File: src/rtl/wdt_windowed.sv
// ============================================================================
// Module   : wdt_windowed
// Brief    : Windowed watchdog timer with a byte-wide CSR port. Optional
//            pretimeout interrupt is compiled in with WDT_PRETIMEOUT_EN.
// Revision : 1.0
// ============================================================================
`default_nettype none

module wdt_windowed #(
    parameter int          CNT_WIDTH   = 16,
    parameter logic [15:0] DFL_TIMEOUT = 16'h0003,
    parameter logic        DFL_EN      = 1'b0
) (
    input  logic       clk,
    input  logic       rst,
    input  logic [4:0] csr_a,
    input  logic [7:0] csr_di,
    input  logic       csr_we,
    output logic [7:0] csr_do,
    input  logic       wdt_ce,
    output logic       wdt_rst,
    output logic       wdt_irq
);

    localparam logic [4:0] c_A_CTRL   = 5'h00;
    localparam logic [4:0] c_A_KICK   = 5'h01;
    localparam logic [4:0] c_A_TO_LO  = 5'h02;
    localparam logic [4:0] c_A_TO_HI  = 5'h03;
    localparam logic [4:0] c_A_WIN_LO = 5'h04;
    localparam logic [4:0] c_A_WIN_HI = 5'h05;
    localparam logic [4:0] c_A_PRETO  = 5'h06;
    localparam logic [4:0] c_A_STATUS = 5'h07;
    localparam logic [7:0] c_KICK_KEY = 8'h6B;
    localparam logic [CNT_WIDTH-1:0] c_DFL_TO = DFL_TIMEOUT[CNT_WIDTH-1:0];
    localparam logic [CNT_WIDTH-1:0] c_ONE    = {{(CNT_WIDTH-1){1'b0}}, 1'b1};

    logic                 r_en;
    logic                 r_lock;
    logic                 r_wmode;
    logic                 r_irq_en;
    logic [CNT_WIDTH-1:0] r_timeout;
    logic [CNT_WIDTH-1:0] r_window;
    logic [7:0]           r_to_shadow;
    logic [7:0]           r_win_shadow;
    logic [CNT_WIDTH-1:0] r_cnt;
    logic [3:0]           r_status;

    logic                 w_wr_ctrl;
    logic                 w_wr_kick;
    logic                 w_wr_status;
    logic                 w_good_kick;
    logic                 w_bad_kick;
    logic                 w_early;
    logic                 w_tmo;
    logic                 w_fire;
    logic                 w_en_rise;
    logic                 w_reload;
    logic                 w_dec;
    logic                 w_irq_set;
    logic [CNT_WIDTH-1:0] w_cnt_dec;
    logic [15:0]          w_to_commit;
    logic [15:0]          w_win_commit;
    logic [15:0]          w_to16;
    logic [15:0]          w_win16;
    logic [7:0]           w_preto_rd;
    logic [3:0]           w_status_set;
    logic [3:0]           w_status_clr;
    logic [3:0]           w_status_nxt;
    logic [7:0]           w_rdata;

    assign w_wr_ctrl   = csr_we && (csr_a == c_A_CTRL) && !r_lock;
    assign w_wr_kick   = csr_we && (csr_a == c_A_KICK);
    assign w_wr_status = csr_we && (csr_a == c_A_STATUS);

    // Any KICK write, good or bad, pre-empts a coincident cnt==0 timeout
    assign w_good_kick = w_wr_kick && (csr_di == c_KICK_KEY);
    assign w_bad_kick  = w_wr_kick && (csr_di != c_KICK_KEY) && r_en;
    assign w_early     = w_good_kick && r_en && r_wmode && (r_cnt > r_window);
    assign w_tmo       = wdt_ce && r_en && (r_cnt == '0) && !w_wr_kick;
    assign w_fire      = w_tmo || w_early || w_bad_kick;
    assign w_en_rise   = w_wr_ctrl && csr_di[0] && !r_en;
    assign w_reload    = w_good_kick || w_fire || w_en_rise;
    assign w_dec       = wdt_ce && r_en && (r_cnt != '0) && !w_reload;
    assign w_cnt_dec   = r_cnt - c_ONE;

    assign w_to_commit  = {csr_di, r_to_shadow};
    assign w_win_commit = {csr_di, r_win_shadow};
    assign w_to16       = 16'(r_timeout);
    assign w_win16      = 16'(r_window);

    assign w_status_set = {w_irq_set, w_bad_kick, w_early, w_tmo};
    assign w_status_clr = w_wr_status ? csr_di[3:0] : 4'h0;
    assign w_status_nxt = w_status_set | (r_status & ~w_status_clr);

    always_comb begin
        w_rdata = 8'h00;
        case (csr_a)
            c_A_CTRL:   w_rdata = {4'h0, r_irq_en, r_wmode, r_lock, r_en};
            c_A_TO_LO:  w_rdata = w_to16[7:0];
            c_A_TO_HI:  w_rdata = w_to16[15:8];
            c_A_WIN_LO: w_rdata = w_win16[7:0];
            c_A_WIN_HI: w_rdata = w_win16[15:8];
            c_A_PRETO:  w_rdata = w_preto_rd;
            c_A_STATUS: w_rdata = {4'h0, r_status};
            default:    w_rdata = 8'h00;
        endcase
    end

    always_ff @(posedge clk) begin
        if (!rst) begin
            r_en         <= DFL_EN;
            r_lock       <= 1'b0;
            r_wmode      <= 1'b0;
            r_irq_en     <= 1'b0;
            r_timeout    <= c_DFL_TO;
            r_window     <= '1;
            r_to_shadow  <= 8'h00;
            r_win_shadow <= 8'h00;
            r_cnt        <= c_DFL_TO;
            r_status     <= 4'h0;
            csr_do       <= 8'h00;
            wdt_rst      <= 1'b0;
        end else begin
            if (w_wr_ctrl) begin
                r_en     <= csr_di[0];
                r_lock   <= csr_di[1];
                r_wmode  <= csr_di[2];
                r_irq_en <= csr_di[3];
            end
            if (csr_we && !r_lock) begin
                if (csr_a == c_A_TO_LO)  r_to_shadow  <= csr_di;
                if (csr_a == c_A_TO_HI)  r_timeout    <= w_to_commit[CNT_WIDTH-1:0];
                if (csr_a == c_A_WIN_LO) r_win_shadow <= csr_di;
                if (csr_a == c_A_WIN_HI) r_window     <= w_win_commit[CNT_WIDTH-1:0];
            end
            if (w_reload)
                r_cnt <= r_timeout;
            else if (w_dec)
                r_cnt <= w_cnt_dec;
            r_status <= w_status_nxt;
            csr_do   <= w_rdata;
            wdt_rst  <= w_fire;
        end
    end

`ifdef WDT_PRETIMEOUT_EN
    logic [7:0] r_preto;

    assign w_preto_rd = r_preto;
    assign w_irq_set  = w_dec && (r_preto != 8'h00) && (w_cnt_dec == CNT_WIDTH'(r_preto));

    // Uses next-state values so the pin tracks STATUS.IRQ without extra lag
    always_ff @(posedge clk) begin
        if (!rst) begin
            r_preto <= 8'h00;
            wdt_irq <= 1'b0;
        end else begin
            if (csr_we && !r_lock && (csr_a == c_A_PRETO))
                r_preto <= csr_di;
            wdt_irq <= w_status_nxt[3] & (w_wr_ctrl ? csr_di[3] : r_irq_en);
        end
    end
`else
    assign w_preto_rd = 8'h00;
    assign w_irq_set  = 1'b0;
    assign wdt_irq    = 1'b0;
`endif

endmodule

`default_nettype wire

File: config.mk
export PLATFORM = sky130hd
export DESIGN_NAME = wdt_windowed
export DESIGN_NICKNAME = d
export VERILOG_FILES = /design/src/rtl/wdt_windowed.sv
export SDC_FILE = /design/constraint.sdc
export NUM_CORES = 1
export LEC_CHECK = 0
export BUFFER_PORTS_ARGS = -buffer_cell sky130_fd_sc_hd__buf_4
export CORE_MARGIN = 1
export CORE_UTILIZATION = 60
export CTS_BUF_LIST = sky130_fd_sc_hd__clkbuf_16
export DETAILED_ROUTE_END_ITERATION = 7
export PLACE_DENSITY = 0.76
export SLEW_MARGIN = 10
export SYNTH_ARGS = -nofsm -noshare
export SYNTH_HDL_FRONTEND = slang
export SYNTH_SLANG_ARGS = --single-unit
File: constraint.sdc
create_clock -name clk -period 2.47 [get_ports clk]
set_input_delay 0.3705 -clock clk [delete_from_list [all_inputs] [get_ports clk]]
set_output_delay 0.3705 -clock clk [all_outputs]
set_load 0.02 [all_outputs]
==> impl_metrics.env <==
export IMPL_reg2reg_slack_ps=150
export IMPL_core_area_mm2=0.00631
export IMPL_num_io_pins=27
export IMPL_synth_top_cell_by_area="dfxtp_1"
export IMPL_rsz0062_at_grt="false"
export IMPL_p_sw_frac=0.261
export IMPL_grtUsageMet1=0.433
export IMPL_drt_iter0_drc=338
export IMPL_clock_fmax_mhz=431
export IMPL_first_global_vias=3278
export IMPL_clkLatencyLatePin_ps=340
export IMPL_critPathArrivalTime_ps=2590
export IMPL_grt_max_degree=46
export IMPL_min_period_ps=2320
export IMPL_htree_levels=3
export IMPL_grt_util_all_layers=0.338
export IMPL_synth_edff_count=0
export IMPL_synthTopCellsByArea="dfxtp_1 41%, nand2_1 6.5%, a21oi_1 6.3%, ha_1 5.8%, o211ai_1 3.5%"
export IMPL_min_period_over_period=0.940
export IMPL_clockBufferDepth=2
export IMPL_cp_start_kind="register"
export IMPL_outcome="complete, no violations"
export IMPL_drt_wirelength_per_cell_um=19.3
export IMPL_clkTransAtPathRegs_ps=70
export IMPL_row_count=29
export IMPL_hold_viol_final=0
export IMPL_slew_headroom=0.202
export IMPL_die_w_um=82.8
export IMPL_cp_data_required_time_ps=2730
export IMPL_path_max_fanout=8
export IMPL_synth_common_cells="81 x dfxtp_1, 68 x nand2_1, 49 x a21oi_1"
export IMPL_area_growth_syn_to_layout_pct=16.1
export IMPL_synth_simple_area_share=0.207
export IMPL_synth_compound_area_share=0.215
export IMPL_cts_sinks=81
export IMPL_cts_tree="done"
export IMPL_avgSynthCellArea_um2=8.57
export IMPL_synth_top_family_by_area="compound AO/OA/AOI/OAI gates"
export IMPL_async_flop_share=0
export IMPL_cts_hold_buf=0
export IMPL_synth_fa_ha_area_frac=0.0575
export IMPL_cts_buffers=9
export IMPL_place_gp_congestion=0.918
export IMPL_totalPowerFinal_mw=2.83
export IMPL_yosysMostFrequentCell="dfxtp_1"
export IMPL_tns_ps=0
export IMPL_synth_warnings=0
export IMPL_setup_viol=0
export IMPL_nets=521
export IMPL_tightest_slew_ps=1200
export IMPL_dp_cells=551
export IMPL_n_antenna_cell=0
export IMPL_netlist_area_leader_share=0.414
export IMPL_power_switching_mw=0.739
export IMPL_p_int_mw=2.09
export IMPL_netlist_area_mm2=0.00392
export IMPL_cap_viol_max_count=0
export IMPL_synth_xor_area_frac=0.0224
export IMPL_power_frac_seq=0.469
export IMPL_ant_nets=0
export IMPL_dieArea_mm2=0.00685
export IMPL_synth_area_mux_share=0.0256
export IMPL_initial_core_util=0.620
export IMPL_power_density_mw_per_mm2=623
export IMPL_fill_cells=528
export IMPL_grt_busiest_layer="met2"
export IMPL_grt_pass1_wl_mm=16.6
export IMPL_p_leak_nw=1.86
export IMPL_synth_seq_area_share=0.414
export IMPL_use_met2=0.543
export IMPL_layout_drive_gt1_share=0.161
export IMPL_hpwl_mm=7.65
export IMPL_fin_worst_skew_ps=8.10
export IMPL_dieHeight_um=82.8
export IMPL_drv_slew=0
export IMPL_synth_cells=457
export IMPL_synthDistinctLibCells=58
export IMPL_ir_worst_vdd_uv=533
export IMPL_cts_root_buf="clkbuf_16"
export IMPL_vias_per_cell=6.30
export IMPL_grt_antenna_before_repair=0
export IMPL_drt_first_pass_iters=6
export IMPL_vias=3576
export IMPL_use_met3=0.0590
export IMPL_drc=0
export IMPL_hold_path_class="in -> reg"
export IMPL_drt_wl_total_mm=11.0
export IMPL_combPwrFrac=0.059
export IMPL_ys_flop_type="dfxtp_1"
export IMPL_fin_cells=568
export IMPL_synth_nets=492
export IMPL_grt_remaining_overflow=0
export IMPL_io_buffers=25
export IMPL_ys_ff_latch=81
export IMPL_power_frac_clock=0.471
export IMPL_crit_type="reg -> reg"
export IMPL_cp_end_kind="register"
## final cells by class
type | count | area [um^2] | share of cell area
clock buffer | 9 | 225 | 0.0495
multi-input combinational | 323 | 2090 | 0.459
sequential | 81 | 1620 | 0.357
inverter | 24 | 90.1 | 0.0198
tap | 77 | 96.3 | 0.0212
clock inverter | 7 | 73.8 | 0.0162
timing repair buffer | 47 | 353 | 0.0776
## cell families after synthesis
logic type | after synthesis
DFF | 81
and+or+nand+nor | 161
xor gates and xnor gates | 10
adders and majority gates | 18
buffers and inverters | 53
other | 1
muxes | 10
AOI/OAI and AO/OA | 123
## per-layer routing
metal / vias to the layer above / share of wire
met5: - / 0
met4: 0 / 0.042
li1: 1721 / -
met2: 138 / 0.47
met3: 41 / 0.057
met1: 1676 / 0.43
## registers in the layout (all words and copies together) (netlist names), 4 cells and up
register / count
r_to_shadow: 8
r_window: 16
r_win_shadow: 8
r_timeout: 16
csr_do: 8
r_status: 4
r_cnt: 16
## placed cells by master, fill, tap and decap left out, drive strengths merged, types with 6 or more instances in the layout
| master | synthesis | layout |
|---|---|---|
| a21oi | 49 | 49 |
| nor3 | 17 | 17 |
| nand3 | 17 | 17 |
| inv | 24 | 27 |
| dfxtp | 81 | 81 |
| o211ai | 18 | 18 |
| nand4 | 6 | 6 |
| o31ai | 12 | 12 |
| buf | 13 | 47 |
| mux2i | 10 | 10 |
| or4 | 8 | 8 |
| a222oi | 8 | 8 |
| ha | 18 | 18 |
| clkbuf | 16 | 9 |
| a22oi | 9 | 9 |
| nand2 | 69 | 69 |
| nor2 | 20 | 20 |
## worst paths after layout
| path | from | endpoint | cells after the start |
|---|---|---|---|
| worst max-delay path | r_cnt[0] | r_cnt[11] | 9 |
| worst min-delay path | csr_we | r_status[3] | 2 |
| worst max register to register | r_cnt[0] | r_cnt[11] | 9 |
| worst min register to register | r_status[3] | r_status[3] | 2 |
## per-stage QoR
stage	area [um^2]	worst slack (ps)	hold WS [ps]	utilization
after floorplan	3920	398	411	-
after global routing	4550	53.8	288	0.720
after global placement	4230	187	419	0.670
after CTS	4530	15.8	261	0.717
after detailed placement	4230	106	424	0.670
final	4550	147	263	0.720
## power by group through the flow
stage                     sequential, mW  combinational, mW  clock, mW
after floorplan                     1.36             0.0936          0
after global placement              1.36              0.161          0
after detailed placement            1.36              0.162          0
after CTS                           1.33              0.164       1.34
after global routing                1.33              0.182       1.38
final                               1.33              0.168       1.33
## worst max-delay path, cell delays in order, from the launching register on
cell and delay, ps:
dfxtp_1 330, inv_1 110, ha_1 150, or4b_4 500, nor4b_4 280, buf_4 190, a211o_1 180, nand2_2 150
buf_4 200, a21oi_1 150
## what timing repair did
item,in CTS,in global routing
buffers inserted,0,1
endpoints found under the setup margin,0,15
gates resized for setup,0,2
hold endpoints to repair,0,0
No activity file was read; power rests on OpenSTA's default activity.
